--- src/rtl/picoblaze_io_intc.sv ---
// rtl/picoblaze_io_intc.sv - I/O port decoder and interrupt controller for pacoblaze3
module picoblaze_io_intc #(
  parameter int NUM_IN         = 4,
  parameter int NUM_OUT        = 4,
  parameter int NUM_IRQ        = 4,
  parameter int CLK_FREQ_IN_HZ = 25000000,
  parameter int TICK_HZ        = 1
) (
  input  logic                 clk_i,
  input  logic                 reset_n_i,
  input  logic [7:0]           port_id_i,
  input  logic [7:0]           out_port_i,
  input  logic                 write_strobe_i,
  input  logic                 read_strobe_i,
  output logic [7:0]           in_port_o,
  output logic                 interrupt_o,
  input  logic                 interrupt_ack_i,
  input  logic [8*NUM_IN-1:0]  in_data_i,
  output logic [8*NUM_OUT-1:0] out_data_o,
  output logic [NUM_OUT-1:0]   out_wr_o,
  input  logic [NUM_IRQ-1:0]   irq_src_i,
  output logic                 tick_o
);

  // Source NUM_IRQ is the internal tick; the others are external edges.
  localparam int NSRC = NUM_IRQ + 1;
  localparam int P    = CLK_FREQ_IN_HZ / TICK_HZ;
  localparam int CW   = (P > 2) ? $clog2(P) : 1;

  localparam logic [7:0] ADDR_STATUS = 8'hF0;
  localparam logic [7:0] ADDR_MASK   = 8'hF1;
  localparam logic [7:0] ADDR_CLEAR  = 8'hF2;
  localparam logic [7:0] ADDR_CTRL   = 8'hF3;

  typedef enum logic [1:0] {
    ST_IDLE    = 2'd0,
    ST_ASSERT  = 2'd1,
    ST_SERVICE = 2'd2
  } state_t;

  state_t state_q, state_d;

  logic [7:0]           in_port_q, in_port_d;
  logic [8*NUM_OUT-1:0] out_data_q, out_data_d;
  logic [NUM_OUT-1:0]   out_wr_q, out_wr_d;
  logic [NSRC-1:0]      mask_q, mask_d;
  logic [NSRC-1:0]      pending_q, pending_d;
  logic                 tick_en_q, tick_en_d;
  logic [CW-1:0]        cnt_q, cnt_d;
  logic [NUM_IRQ-1:0]   sync1_q, sync2_q, edge_q;

  logic            wr_mask, wr_clear, wr_ctrl;
  logic            tick_hit;
  logic            req;
  logic [NSRC-1:0] set_vec, clr_vec;

  // Reads never have side effects; the strobe is accepted but not needed.
  logic unused_read_strobe;
  assign unused_read_strobe = read_strobe_i;

  assign wr_mask  = write_strobe_i && (port_id_i == ADDR_MASK);
  assign wr_clear = write_strobe_i && (port_id_i == ADDR_CLEAR);
  assign wr_ctrl  = write_strobe_i && (port_id_i == ADDR_CTRL);

  assign tick_hit = (cnt_q == CW'(P - 1));
  assign req      = |(pending_q & mask_q);

  assign in_port_o   = in_port_q;
  assign out_data_o  = out_data_q;
  assign out_wr_o    = out_wr_q;
  assign tick_o      = tick_hit;
  assign interrupt_o = (state_q == ST_ASSERT);

  // Read mux: control registers first, then input ports, else zero.
  always_comb begin
    in_port_d = 8'h00;
    case (port_id_i)
      ADDR_STATUS: in_port_d = 8'(pending_q);
      ADDR_MASK:   in_port_d = 8'(mask_q);
      ADDR_CLEAR:  in_port_d = 8'h00;
      ADDR_CTRL:   in_port_d = {7'b0, tick_en_q};
      default: begin
        for (int p = 0; p < NUM_IN; p++) begin
          if (port_id_i == 8'(p)) in_port_d = in_data_i[8*p +: 8];
        end
      end
    endcase
  end

  // Output port writes and their one-cycle strobes.
  always_comb begin
    out_data_d = out_data_q;
    out_wr_d   = '0;
    if (write_strobe_i) begin
      for (int p = 0; p < NUM_OUT; p++) begin
        if (port_id_i == 8'(p)) begin
          out_data_d[8*p +: 8] = out_port_i;
          out_wr_d[p]          = 1'b1;
        end
      end
    end
  end

  // Pending/mask/ctrl/timer next state; a new set beats a same-cycle W1C.
  always_comb begin
    set_vec   = {tick_hit & tick_en_q, sync2_q & ~edge_q};
    clr_vec   = wr_clear ? out_port_i[NSRC-1:0] : '0;
    pending_d = (pending_q & ~clr_vec) | set_vec;
    mask_d    = wr_mask ? out_port_i[NSRC-1:0] : mask_q;
    tick_en_d = wr_ctrl ? out_port_i[0] : tick_en_q;
    cnt_d     = tick_hit ? '0 : cnt_q + 1'b1;
  end

  // Service FSM: hold the request until acked, then wait for the ISR clear.
  always_comb begin
    state_d = state_q;
    case (state_q)
      ST_IDLE:    if (req) state_d = ST_ASSERT;
      ST_ASSERT:  if (interrupt_ack_i) state_d = ST_SERVICE;
      ST_SERVICE: if (wr_clear) state_d = ST_IDLE;
      default:    state_d = ST_IDLE;
    endcase
  end

  // FSM state register.
  always_ff @(posedge clk_i or negedge reset_n_i) begin
    if (!reset_n_i) state_q <= ST_IDLE;
    else            state_q <= state_d;
  end

  // Datapath registers.
  always_ff @(posedge clk_i or negedge reset_n_i) begin
    if (!reset_n_i) begin
      in_port_q  <= 8'h00;
      out_data_q <= '0;
      out_wr_q   <= '0;
      mask_q     <= '0;
      pending_q  <= '0;
      tick_en_q  <= 1'b0;
      cnt_q      <= '0;
    end else begin
      in_port_q  <= in_port_d;
      out_data_q <= out_data_d;
      out_wr_q   <= out_wr_d;
      mask_q     <= mask_d;
      pending_q  <= pending_d;
      tick_en_q  <= tick_en_d;
      cnt_q      <= cnt_d;
    end
  end

  // Two-flop synchroniser followed by the edge-history register.
  always_ff @(posedge clk_i or negedge reset_n_i) begin
    if (!reset_n_i) begin
      sync1_q <= '0;
      sync2_q <= '0;
      edge_q  <= '0;
    end else begin
      sync1_q <= irq_src_i;
      sync2_q <= sync1_q;
      edge_q  <= sync2_q;
    end
  end

endmodule

--- config.mk ---
export PLATFORM = sky130hd
export DESIGN_NAME = picoblaze_io_intc
export DESIGN_NICKNAME = d
export VERILOG_FILES = /design/src/rtl/picoblaze_io_intc.sv
export SDC_FILE = /design/constraint.sdc
export NUM_CORES = 1
export LEC_CHECK = 0
export ABC_AREA = 1
export CORE_AREA = 4 4 128 106
export CTS_BUF_LIST = sky130_fd_sc_hd__clkbuf_16
export CTS_CLUSTER_DIAMETER = 200
export DETAILED_ROUTE_END_ITERATION = 6
export DIE_AREA = 0 0 132 110
export SYNTH_ARGS = -nofsm -noshare
export SYNTH_HDL_FRONTEND = slang
export SYNTH_SLANG_ARGS = --single-unit
export TNS_END_PERCENT = 50
--- constraint.sdc ---
create_clock -name clk_i -period 2.45 [get_ports clk_i]
set_input_delay 0.6125 -clock clk_i [delete_from_list [all_inputs] [get_ports clk_i]]
set_output_delay 0.6125 -clock clk_i [all_outputs]
set_load 0.01 [all_outputs]
# [Word-level counts from Yosys, hierarchy flattened]
# Cells that the tools add are included.
[word_totals] out_inout_bits=46 inputBits=57 reg_bits=94
[op_classes] eq_ne=13 n_mux=16 add_sub_neg=1 reduce_logical=11 n_bitwise=7
[op_table] operator="== test 8 bit, second input constant" count=4
[op_table] operator="two-way mux 8 bit" count=4
[op_table] operator="one-hot mux 8 bit (4 select lines)" count=1
[op_table] operator="adder 25 x 1 -> 25 bit, second input constant" count=1
[op_table] operator="== test 25 bit, second input constant" count=1
[op_table] operator="two-way mux 25 bit" count=1
[op_table] operator="== test 8 x 2 -> 1 bit, second input constant" count=2
[op_table] operator="AND 5 bit" count=2
[op_table] operator="== test 8 x 1 -> 1 bit, second input constant" count=1
[op_table] operator="zero test 8 bit" count=1
[op_table] operator="AND reduction 2 bit" count=4
[op_table] operator="two-way mux 2 bit" count=3
[op_table] operator="one-hot mux 2 bit (3 select lines)" count=1
[op_table] operator="two-way mux 5 bit" count=1
[op_table] operator="inverter 5 bit" count=1
[op_table] operator="OR 5 bit" count=1
[op_table] operator="OR reduction 5 bit" count=1
[op_table] operator="AND 4 bit" count=1
[op_table] operator="two-way mux 1 bit" count=4
[op_table] operator="two-way mux 4 bit" count=1
[op_table] operator="!= test 2 bit, second input constant" count=2
[op_table] operator="inverter 4 bit" count=1
[op_table] operator="logical AND 1 bit" count=3
[op_table] operator="AND reduction 3 bit" count=1
[op_table] operator="5 further kinds" count=5

# [Longest topological paths before layout]
[logic_depth] word_depth=6 mapped_depth=9 depth_no_buf=9

# [Least setup slack after synthesis]
# OpenSTA, ideal clock, no wires.
[synth_timing] path_type="flip-flop to output port" start="register cnt_q[0]" end="output tick_o" required_ns=1.837 arrival_time_ns=1.076 path_slack_ns=0.761 path_stages_with_launch=4 cell_sequence="dfrtp_1 ha_1 nand2_1 nor3_1"
[synth_via] elab_chain_cells=1
[synth_lines] element="from (decl)" line="49" text="logic [CW-1:0] cnt_q, cnt_d;"
[synth_lines] element="from (signal assigned)" line="148" text="cnt_q <= cnt_d;"
[synth_lines] element="== test 25 bit" line="65" text="assign tick_hit = (cnt_q == CW'(P - 1));"
[synth_lines] element="to (decl)" line="22" text="output logic tick_o"
# No other way between the ends.

# [Worst setup path in the final report]
[layout_timing] start="register cnt_q[20]" end="output tick_o"
# Same word-level chain as after synthesis.

==> impl_metrics.py <==
metrics = {
    "floorplan": {
        "ios": 103,
        "num_rows": 36,
        "start_util_pct": 36.9,
        "core-area_mm2": 0.0121,
        "die-area_mm2": 0.0145,
        "die_width_um": 132,
        "die_y_um": 110,
    },
    "worst_setup_path": {
        "path_class": "flop to output port",
        "worstPathRequired_ns": 1.84,
        "r2r_slack_ns": 0.65,
        "r2r_cells": 7,
        "critPathMaxFanout": 4,
        "critPathMaxStageDelay_ns": 0.43,
        "cp.arrival_ns": 1.66,
        "slowest_stage": "dfrtp_1",
        "crit_chain": "nand2_1 -> nor2_1 -> nand4_1 -> nor3_1 -> dlygate4sd2_1",
        "endpoint_kind": "output port",
        "cp-start-kind": "flop",
    },
    "timing": {
        "holdWs_ns": 0.261,
        "worst_clock_skew_ns": 0.00497,
        "hold_viol_final": 0,
        "worstMarginPinSlew_ns": 0.555,
        "max_slew_margin_pct": 63.0,
        "setup_viol": 0,
        "clock.fmax_mhz": 439,
        "fin_crit_ns": 2.28,
        "setup_ws_ns": 0.174,
        "setup-tns-final_ns": 0,
        "period_share_pct": 92.9,
        "rsz0062_at_grt": "no",
        "drv_slew": 0,
    },
    "pwr": {
        "p_leak_nw": 2.82,
        "power.total_mw": 3.39,
        "powerDensity_mw_per_mm2": 567,
        "ir_worst_vdd_mv": 0.321,
    },
    "hold_path": {
        "hold_path_class": "input pin to async pin",
    },
    "synthesis": {
        "ys_seq_area_share_pct": 52.6,
        "synth_top_area_share_pct": 52.6,
        "synth_cells": 551,
        "synth_cell_type_count": 24,
        "yosys_warnings": 0,
        "ys_ff_latch": 94,
        "synth_nets": 609,
        "synth_top_area_cell": "dfrtp_1",
        "synth_area_leaders": "dfrtp_1, nand2_1, nor2_1",
        "synth_area_mm2": 0.00447,
        "syn_area_per_cell_um2": 8.11,
    },
    "global_route": {
        "grt_pass1_vias": 3729,
        "grt_pass1_wl_mm": 18.9,
        "grt_usage_pct": 16.4,
        "antenna_found_initial": 0,
        "overflow": 0,
        "grt_max_degree": 43,
    },
    "detailed_routing": {
        "via_per_inst": 4.62,
        "drt-wirelength-per-cell_um": 13.9,
        "vias": 3804,
        "first_iter_violations": 270,
        "ant_nets": 0,
        "drc_errors": 0,
        "firstDrtPassIters": 4,
        "drt-total-wl_mm": 11.4,
    },
    "clock_network": {
        "cts_resized": 1,
        "post_cts_buffers": 0,
        "clk_path_buf_depth": 2,
        "clkSlewWorstSetupHoldPaths_ns": 0.06,
        "cts_sinks": 94,
        "cts_buffers": 9,
        "tritoncts": "yes",
        "clock_latency_ns": 0.34,
        "htreeDepth": 3,
        "clock-root-buffer": "clkbuf_16",
        "postCtsHoldBufs": 0,
    },
    "layout": {
        "multi_input_area_mm2": 0.00181,
        "regArea_mm2": 0.00235,
        "nets": 725,
        "diodes": 0,
        "finalCoreUtilization_pct": 49.4,
        "final_cells": 823,
        "drive_above_1_share_pct": 9.54,
        "stdcell_area_mm2": 0.00598,
        "syn_to_final_growth_pct": 33.9,
        "nFillCells": 1158,
    },
    "placement": {
        "place.gp.congestion": 0.885,
        "post-place-ws_ns": 0.271,
        "dpl.hpwl_mm": 8.74,
        "portBuffers": 101,
        "place_area_mm2": 0.00569,
        "place_inst": 808,
    },
    "status": {
        "status": "complete, no violations",
    },
    "job": {
        "drv_cap": 0,
    },
}
## area by class of cell
| cell class | instances | share of cell area [%] |
|---|---|---|
| clock inverters | 6 | 1.15 |
| repair buffers | 110 | 18.2 |
| flip-flops and latches | 94 | 39.3 |
| inverters | 64 | 4.14 |
| clock buffers | 9 | 3.76 |
| well taps | 152 | 3.18 |
| multi-input cells | 388 | 30.3 |
## registers in the layout, indices dropped and copies added, names as in the netlist
register    flops
cnt_q          25
edge_q          4
in_port_o       8
mask_q          5
out_data_o     32
out_wr_o        4
pending_q       5
state_q         2
sync1_q         4
sync2_q         4
tick_en_q       1
## where the power goes
part / switching (mW) / internal (mW)
combinational: 0.175 / 0.185
sequential: 0.0333 / 1.61
clock: 0.598 / 0.792
total: 0.807 / 2.59
## cells by family (layout without fill, tap and decap cells)
group,after synthesis,after routing,share of synthesized area [%]
adders and majority gates,1,1,0.280
buffers and inverters,69,189,6.80
xor gates and xnor gates,11,11,2.16
DFF,94,94,52.6
and+or+nand+nor,324,324,31.2
AOI/OAI and AO/OA,52,52,6.97
## synth_stat cells (all sizes together)
cell type  number
dfrtp          94
xor2           10
o21bai          1
o21ai          51
nand4           7
inv            64
nor2           95
buf             5
nand2         182
xnor2           1
nor3           10
ha              1
nand3          30
## routing by layer
layer / global-route usage [%] / vias to the layer above / share of wire (%)
met5: 0 / - / 0
met4: 4.50 / 0 / 1.1
met3: 3.72 / 8 / 5.4
met2: 25.2 / 103 / 43
met1: 23.4 / 1737 / 50
li1: - / 1956 / -
## worst paths after layout
path	startpoint	to
setup / recovery	cnt_q[20]	tick_o
hold / removal	reset_n_i	sync1_q[0]
setup reg to reg	cnt_q[0]	cnt_q[20]
hold reg to reg	sync1_q[3]	sync2_q[3]
max in group asynchronous	reset_n_i	cnt_q[13]
min in group clk_i	sync1_q[3]	sync2_q[3]
## worst max-delay path, delay by kind of cell (launching register included)
family                 cells  cell delay, ns
AND/OR/NAND/NOR            4            0.61
flip-flops                 1            0.43
buffers and inverters      1            0.29
## layout by cell type (no fill, tap or decap), drive strengths merged
cell type and instances:
clkinv 2, buf 10, nand2 182, dlygate4sd2 1, o21bai 1, clkbuf 9, inv 66, clkdlybuf4s50 99
xnor2 1, nand3 30, nand4 7, bufinv 1, clkinvlp 1, ha 1, xor2 10, o21ai 51
dfrtp 94, nor3 10, nor2 95
(Power assumes the default switching activity.)
